<file path="src/rtl/time_manager_seq_if.sv">
// time_manager_seq_if: request/step bus between analog model blocks and the time manager.
interface time_manager_seq_if #(
    parameter int n          = 4,
    parameter int width      = 32,
    parameter int time_width = 48
);
    localparam int sw = n > 1 ? $clog2(n) : 1;
    logic signed [width-1:0] dt_req [n];
    logic [n-1:0]            dt_valid;
    logic                    emu_stall;
    logic                    stop_en;
    logic [time_width-1:0]   stop_time;
    logic signed [width-1:0] emu_dt;
    logic [sw-1:0]           emu_dt_src;
    logic [time_width-1:0]   emu_time;
    logic [1:0]              state;
    logic                    time_ovf;
    modport master (
        output dt_req, dt_valid, emu_stall, stop_en, stop_time,
        input  emu_dt, emu_dt_src, emu_time, state, time_ovf
    );
    modport slave (
        input  dt_req, dt_valid, emu_stall, stop_en, stop_time,
        output emu_dt, emu_dt_src, emu_time, state, time_ovf
    );
endinterface

</file>
<file path="src/rtl/time_manager_seq.sv">
// time_manager_seq: registered min-dt arbiter with time accumulation, stall hold,
// exact-landing stop-at-time breakpoint and saturating emulation time.
module time_manager_seq #(
    parameter int     n          = 4,
    parameter int     width      = 32,
    parameter int     time_width = 48,
    parameter longint DT_MAX     = (longint'(1) << (width - 1)) - 1
) (
    input logic emu_clk,
    input logic emu_rst_n,
    time_manager_seq_if.slave bus
);
    localparam int sw = n > 1 ? $clog2(n) : 1;
    localparam logic [time_width-1:0] DT_MAX_T = time_width'(DT_MAX);
    typedef enum logic [1:0] {RUN = 2'b00, HOLD = 2'b01, STOPPED = 2'b10} state_t;
    state_t                  state_q, state_d;
    logic signed [width-1:0] emu_dt_q, emu_dt_d;
    logic [sw-1:0]           src_q, src_d;
    logic [time_width-1:0]   time_q, time_d;
    logic                    ovf_q, ovf_d;
    logic signed [width-1:0] best;
    logic [sw-1:0]           win;
    logic                    found;
    logic [time_width-1:0]   pos, step, remain, clipped;
    logic [time_width:0]     sum;
    logic [width-1:0]        applied;
    logic                    ovf, hit, release_ok;
    always_comb begin
        best  = '0;
        win   = src_q;
        found = 1'b0;
        for (int k = 0; k < n; k++) begin
            if (bus.dt_valid[k] && (!found || bus.dt_req[k] < best)) begin
                best  = bus.dt_req[k];
                win   = sw'(k);
                found = 1'b1;
            end
        end
        pos        = best[width-1] ? '0 : time_width'($unsigned(best));
        step       = !found ? DT_MAX_T : (pos > DT_MAX_T ? DT_MAX_T : pos);
        remain     = bus.stop_time - time_q;
        clipped    = !bus.stop_en ? step :
                     (bus.stop_time > time_q ? (remain < step ? remain : step) : '0);
        sum        = {1'b0, time_q} + {1'b0, clipped};
        ovf        = sum[time_width];
        // on saturation only the distance to all-ones is applied, which is below clipped
        applied    = ovf ? width'(~time_q) : width'(clipped);
        hit        = bus.stop_en && sum >= {1'b0, bus.stop_time};
        release_ok = !bus.stop_en || bus.stop_time > time_q;
    end
    always_comb begin
        state_d  = state_q;
        emu_dt_d = '0;
        src_d    = src_q;
        time_d   = time_q;
        ovf_d    = ovf_q;
        if (bus.emu_stall) begin
            state_d = HOLD;
        end else if (state_q == STOPPED) begin
            state_d = release_ok ? RUN : STOPPED;
        end else begin
            emu_dt_d = $signed(applied);
            src_d    = win;
            time_d   = ovf ? '1 : sum[time_width-1:0];
            ovf_d    = ovf_q | ovf;
            state_d  = hit ? STOPPED : RUN;
        end
    end
    always_ff @(posedge emu_clk or negedge emu_rst_n) begin
        if (!emu_rst_n) begin
            state_q  <= RUN;
            emu_dt_q <= '0;
            src_q    <= '0;
            time_q   <= '0;
            ovf_q    <= 1'b0;
        end else begin
            state_q  <= state_d;
            emu_dt_q <= emu_dt_d;
            src_q    <= src_d;
            time_q   <= time_d;
            ovf_q    <= ovf_d;
        end
    end
    assign bus.emu_dt     = emu_dt_q;
    assign bus.emu_dt_src = src_q;
    assign bus.emu_time   = time_q;
    assign bus.state      = state_q;
    assign bus.time_ovf   = ovf_q;
endmodule

</file>
<file path="src/flat_wrapper.sv">
// flat-port wrapper written by rule: the top's interface ports become plain ports
module time_manager_seq_flat 
#(
    parameter int     n          = 4,
    parameter int     width      = 32,
    parameter int     time_width = 48,
    parameter longint DT_MAX     = (longint'(1) << (width - 1)) - 1
)
  (emu_clk, emu_rst_n, bus_dt_req, bus_dt_valid, bus_emu_stall, bus_stop_en, bus_stop_time, bus_emu_dt, bus_emu_dt_src, bus_emu_time, bus_state, bus_time_ovf);
  time_manager_seq_if #(.n(n), .width(width), .time_width(time_width)) bus_i ();
  input logic emu_clk;
  input logic emu_rst_n;
  input wire logic [$bits(bus_i.dt_req)-1:0] bus_dt_req;
  input wire logic [$bits(bus_i.dt_valid)-1:0] bus_dt_valid;
  input wire logic [$bits(bus_i.emu_stall)-1:0] bus_emu_stall;
  input wire logic [$bits(bus_i.stop_en)-1:0] bus_stop_en;
  input wire logic [$bits(bus_i.stop_time)-1:0] bus_stop_time;
  output wire logic [$bits(bus_i.emu_dt)-1:0] bus_emu_dt;
  output wire logic [$bits(bus_i.emu_dt_src)-1:0] bus_emu_dt_src;
  output wire logic [$bits(bus_i.emu_time)-1:0] bus_emu_time;
  output wire logic [$bits(bus_i.state)-1:0] bus_state;
  output wire logic [$bits(bus_i.time_ovf)-1:0] bus_time_ovf;
  assign bus_i.dt_req = {>>{bus_dt_req}};
  assign bus_i.dt_valid = bus_dt_valid;
  assign bus_i.emu_stall = bus_emu_stall;
  assign bus_i.stop_en = bus_stop_en;
  assign bus_i.stop_time = bus_stop_time;
  assign bus_emu_dt = bus_i.emu_dt;
  assign bus_emu_dt_src = bus_i.emu_dt_src;
  assign bus_emu_time = bus_i.emu_time;
  assign bus_state = bus_i.state;
  assign bus_time_ovf = bus_i.time_ovf;
  time_manager_seq #(.n(n), .width(width), .time_width(time_width), .DT_MAX(DT_MAX)) u_core (.emu_clk(emu_clk), .emu_rst_n(emu_rst_n), .bus(bus_i));
endmodule
</file>
<file path="config.mk">
export PLATFORM = sky130hd
export DESIGN_NAME = time_manager_seq_flat
export DESIGN_NICKNAME = d
export VERILOG_FILES = /design/src/rtl/time_manager_seq_if.sv /design/src/rtl/time_manager_seq.sv /design/src/flat_wrapper.sv
export SDC_FILE = /design/constraint.sdc
export NUM_CORES = 1
export LEC_CHECK = 0
export BUFFER_PORTS_ARGS = -buffer_cell sky130_fd_sc_hd__buf_2
export CAP_MARGIN = 20
export CORE_MARGIN = 4
export CORE_UTILIZATION = 40
export DETAILED_ROUTE_END_ITERATION = 8
export GPL_TIMING_DRIVEN = 0
export HOLD_SLACK_MARGIN = 0.12
export PLACE_DENSITY = 0.7
export RECOVER_POWER = 25
export SKIP_LAST_GASP = 1
export SYNTH_ARGS = -nofsm -noshare
export SYNTH_HDL_FRONTEND = slang
export SYNTH_SLANG_ARGS = --single-unit
</file>
<file path="constraint.sdc">
create_clock -name emu_clk -period 17.8 [get_ports emu_clk]
set_input_delay 1.78 -clock emu_clk [delete_from_list [all_inputs] [get_ports emu_clk]]
set_output_delay 1.78 -clock emu_clk [all_outputs]
set_load 0.01 [all_outputs]
</file>
==> reports/results.ini <==
[finish]
final_cell_mix=buf_2, inv_1, ha_1
finish.utilization_pct=52.9
final_nets=2862
final_area_um2=19900
area_delta_synth_final_pct=30.4
layout-drive-gt1-share_pct=26.9
final_common_cell=buf_2

[critical_path]
worstPathArrival_ns=17.93
timing.rr.start=u_core.bus.emu_time[1]$_DFFE_PN0P_
crit_slowest_cell=or4_4
worstRegToRegCells=55
cp_max_fo=10
crit_top_cell=buf_6
reg2reg_slack_ns=6.07
required_ns=18.08
cpPeakStageDelay_ns=0.55
r2r-end=u_core.bus.state[1]$_DFF_PN0_
endpoint_kind=flop
crit_type=in -> reg
critPathLaunchType=input pin

[global_route]
track_usage_pct=29.0
antenna_found_initial=7
grt_pass1_vias=16753
grt_start_max_net_pins=63
grt_first_pass_wirelength_um=94800
grt_overflow=0

[synth]
synthesis.area_um2=15300
synth-simple-area-share_pct=16.8
synth_xor_xnor_area_share_pct=4.70
synth_top_area_cell=ha_1
ys_async_sr_fraction_pct=100
synth_seq_cells=85
synth_compound_area_share_pct=28.7
ys.flop_type=dfrtp_1
yosysWarnings=0
synth_top_family_by_area=compound AO/OA/AOI/OAI gates
synth_adder_area_share_pct=22.1
yosysSeqAreaShare_pct=13.9
synth.distinct_cells=89
ys_top_cells_by_area=ha_1, dfrtp_1, o21ai_0
synth_edf_count=0
synthCells=2025
synth.area.mux_share_pct=5.73
avgSynthCellArea_um2=7.54
synth.top_cell.area_share_pct=21.9

[placed_design]
portBuffers=266
postPlaceCellArea_um2=17300
gp_congestion=0.986
hpwl_um=51800
post-place-ws_ns=-5.80

[min_path]
min_from=u_core.bus.time_ovf$_DFFE_PN0P_
min_delay_worst_endpoint=u_core.bus.time_ovf$_DFFE_PN0P_
hold_path.class=reg -> reg
min_path_cells=1

[timing]
layout_setup_ws_ns=0.145
fin_skew_ns=0.0129
max_freq_mhz=56.6
hold_slack_ns=0.466
period_minus_slack_ns=17.65
slew_violations=88
finalHoldViolCount=0
worstMarginPinSlew_ns=3.53
period_share_pct=99.2
maxSlewHeadroom_pct=-135
setup_viol=0
rsz0062_at_grt=true

[clock_network]
cts_buffer_depth=2
cts_tree=done
path_clk_slew_ns=0.08
cts_max_level=3
cts_sinks=85
numCtsBuffers=9
clockRootBuffer=clkbuf_16
clock_latency_ns=0.37
cts_hold_buf=0

[routing]
vias=17727
post-route-drc-count=0
drt_iter0_drc=1521
via_per_inst=6.05
routed_wl_um=65400
wl_per_cell_um=22.3
antenna_left=0
dr.pass1.iters=8

[die]
chipHeight_um=203
die_x_um=203
die-area_um2=41400
rows=71
start_util_pct=40.5
num_io_pins=269
core_um2=37700

[job]
drv_cap=2

[run_status]
status=complete, but fails checks
violations=max-capacitance violations, max-slew violations

[pwr]
peakVddDrop_mv=0.0900
power.density_nw_per_um2=171
p_leak_nw=9.85

## worst max-delay path by stage
| stage | from | to | slack, ns |
|---|---|---|---|
| after floorplan | bus_dt_valid[0] | u_core.bus.state[1]$_DFF_PN0_ | 0.02 |
| after detailed placement | bus_dt_valid[0] | u_core.bus.state[1]$_DFF_PN0_ | -5.80 |
| after global placement | bus_dt_valid[0] | u_core.bus.state[1]$_DFF_PN0_ | -5.70 |
| after CTS | bus_dt_valid[0] | u_core.bus.state[1]$_DFF_PN0_ | 0.007 |
| after global routing | bus_dt_valid[0] | u_core.bus.state[1]$_DFF_PN0_ | -0.40 |
| final | bus_dt_valid[0] | u_core.bus.state[1]$_DFF_PN0_ | 0.15 |
## critical path, delay by kind of cell
kind	cells	cell delay (ns)
xor+xnor	2	0.19
fa+ha+maj	6	1.59
mux	4	1.13
compound gates	30	5.93
simple gates	25	4.51
buf+inv	18	2.71
## Yosys cell counts, types with 13 or more instances
master and count:
ha_1 267, xnor2_1 48, o21ai_0 200, nand3_1 39, clkbuf_1 57, nor3_1 21, or2_2 14, mux2_2 51
o211ai_1 13, nor2_1 125, nand4_1 58, a21o_1 77, o22ai_1 22, nor2b_1 32, o21bai_1 16, and3_1 13
o21a_1 37, nand2b_1 21, xor2_1 34, dfrtp_1 85, a21oi_1 159, nand2_1 135, o221ai_1 13, mux2i_1 18
inv_1 240, a211oi_1 23
## cell families (layout without fill, tap and decap cells)
group	after synthesis	in the layout
compound gates	683	683
xor+xnor	82	82
fa+ha+maj	269	269
buf+inv	312	685
flops	85	85
mux	77	77
other cells	1	24
simple gates	516	516
## cell type report
class | count | area, um2
Clock inverter | 6 | 71.3
Sequential cell | 85 | 2130
Antenna cell | 7 | 17.5
Clock buffer | 10 | 229
Buffer | 71 | 499
Tap cell | 511 | 639
Inverter | 240 | 901
Multi-Input combinational cell | 1644 | 13200
Fill cell | 3612 | 17700
Timing Repair Buffer | 358 | 2220
## routing by layer
| layer | GRT usage [%] | up-vias | share of wire [%] |
|---|---|---|---|
| li1 | - | 8149 | - |
| met1 | 38.3 | 8513 | 42 |
| met2 | 47.7 | 886 | 46 |
| met3 | 4.40 | 179 | 8.1 |
| met4 | 11.6 | 0 | 4.5 |
| met5 | 0 | - | 0 |
## timing repair
item / CTS / global route
setup endpoints to repair: 82 / 72
setup buffers: 26 / 58
pin swaps: 32 / 101
cloned: 1 / 5
resized for setup: 123 / 216
## registers in the layout (all words and copies together), names as in the netlist
| name | cells |
|---|---|
| u_core.bus.state | 2 |
| u_core.bus.emu_dt_src | 2 |
| u_core.bus.emu_time | 48 |
| u_core.bus.emu_dt | 32 |
| u_core.bus.time_ovf | 1 |
## report_power, final
group          switching (mW)  total [mW]  internal, mW
sequential             0.0814       0.351         0.270
clock                  0.0960       0.207         0.111
combinational            1.67        2.85          1.18
total                    1.85        3.41          1.56
## stage by stage
step           std cells  total power [mW]  TNS [ns]
2_1_floorplan       2041              2.06         0
3_3_place_gp        2818              2.75   -340.63
3_5_place_dp        2819              2.79   -354.70
4_1_cts             2862              3.14         0
5_1_grt             2931              3.67     -2.33
6_report            2932              3.41         0
Note: power is estimated with default switching activity, not from simulation.
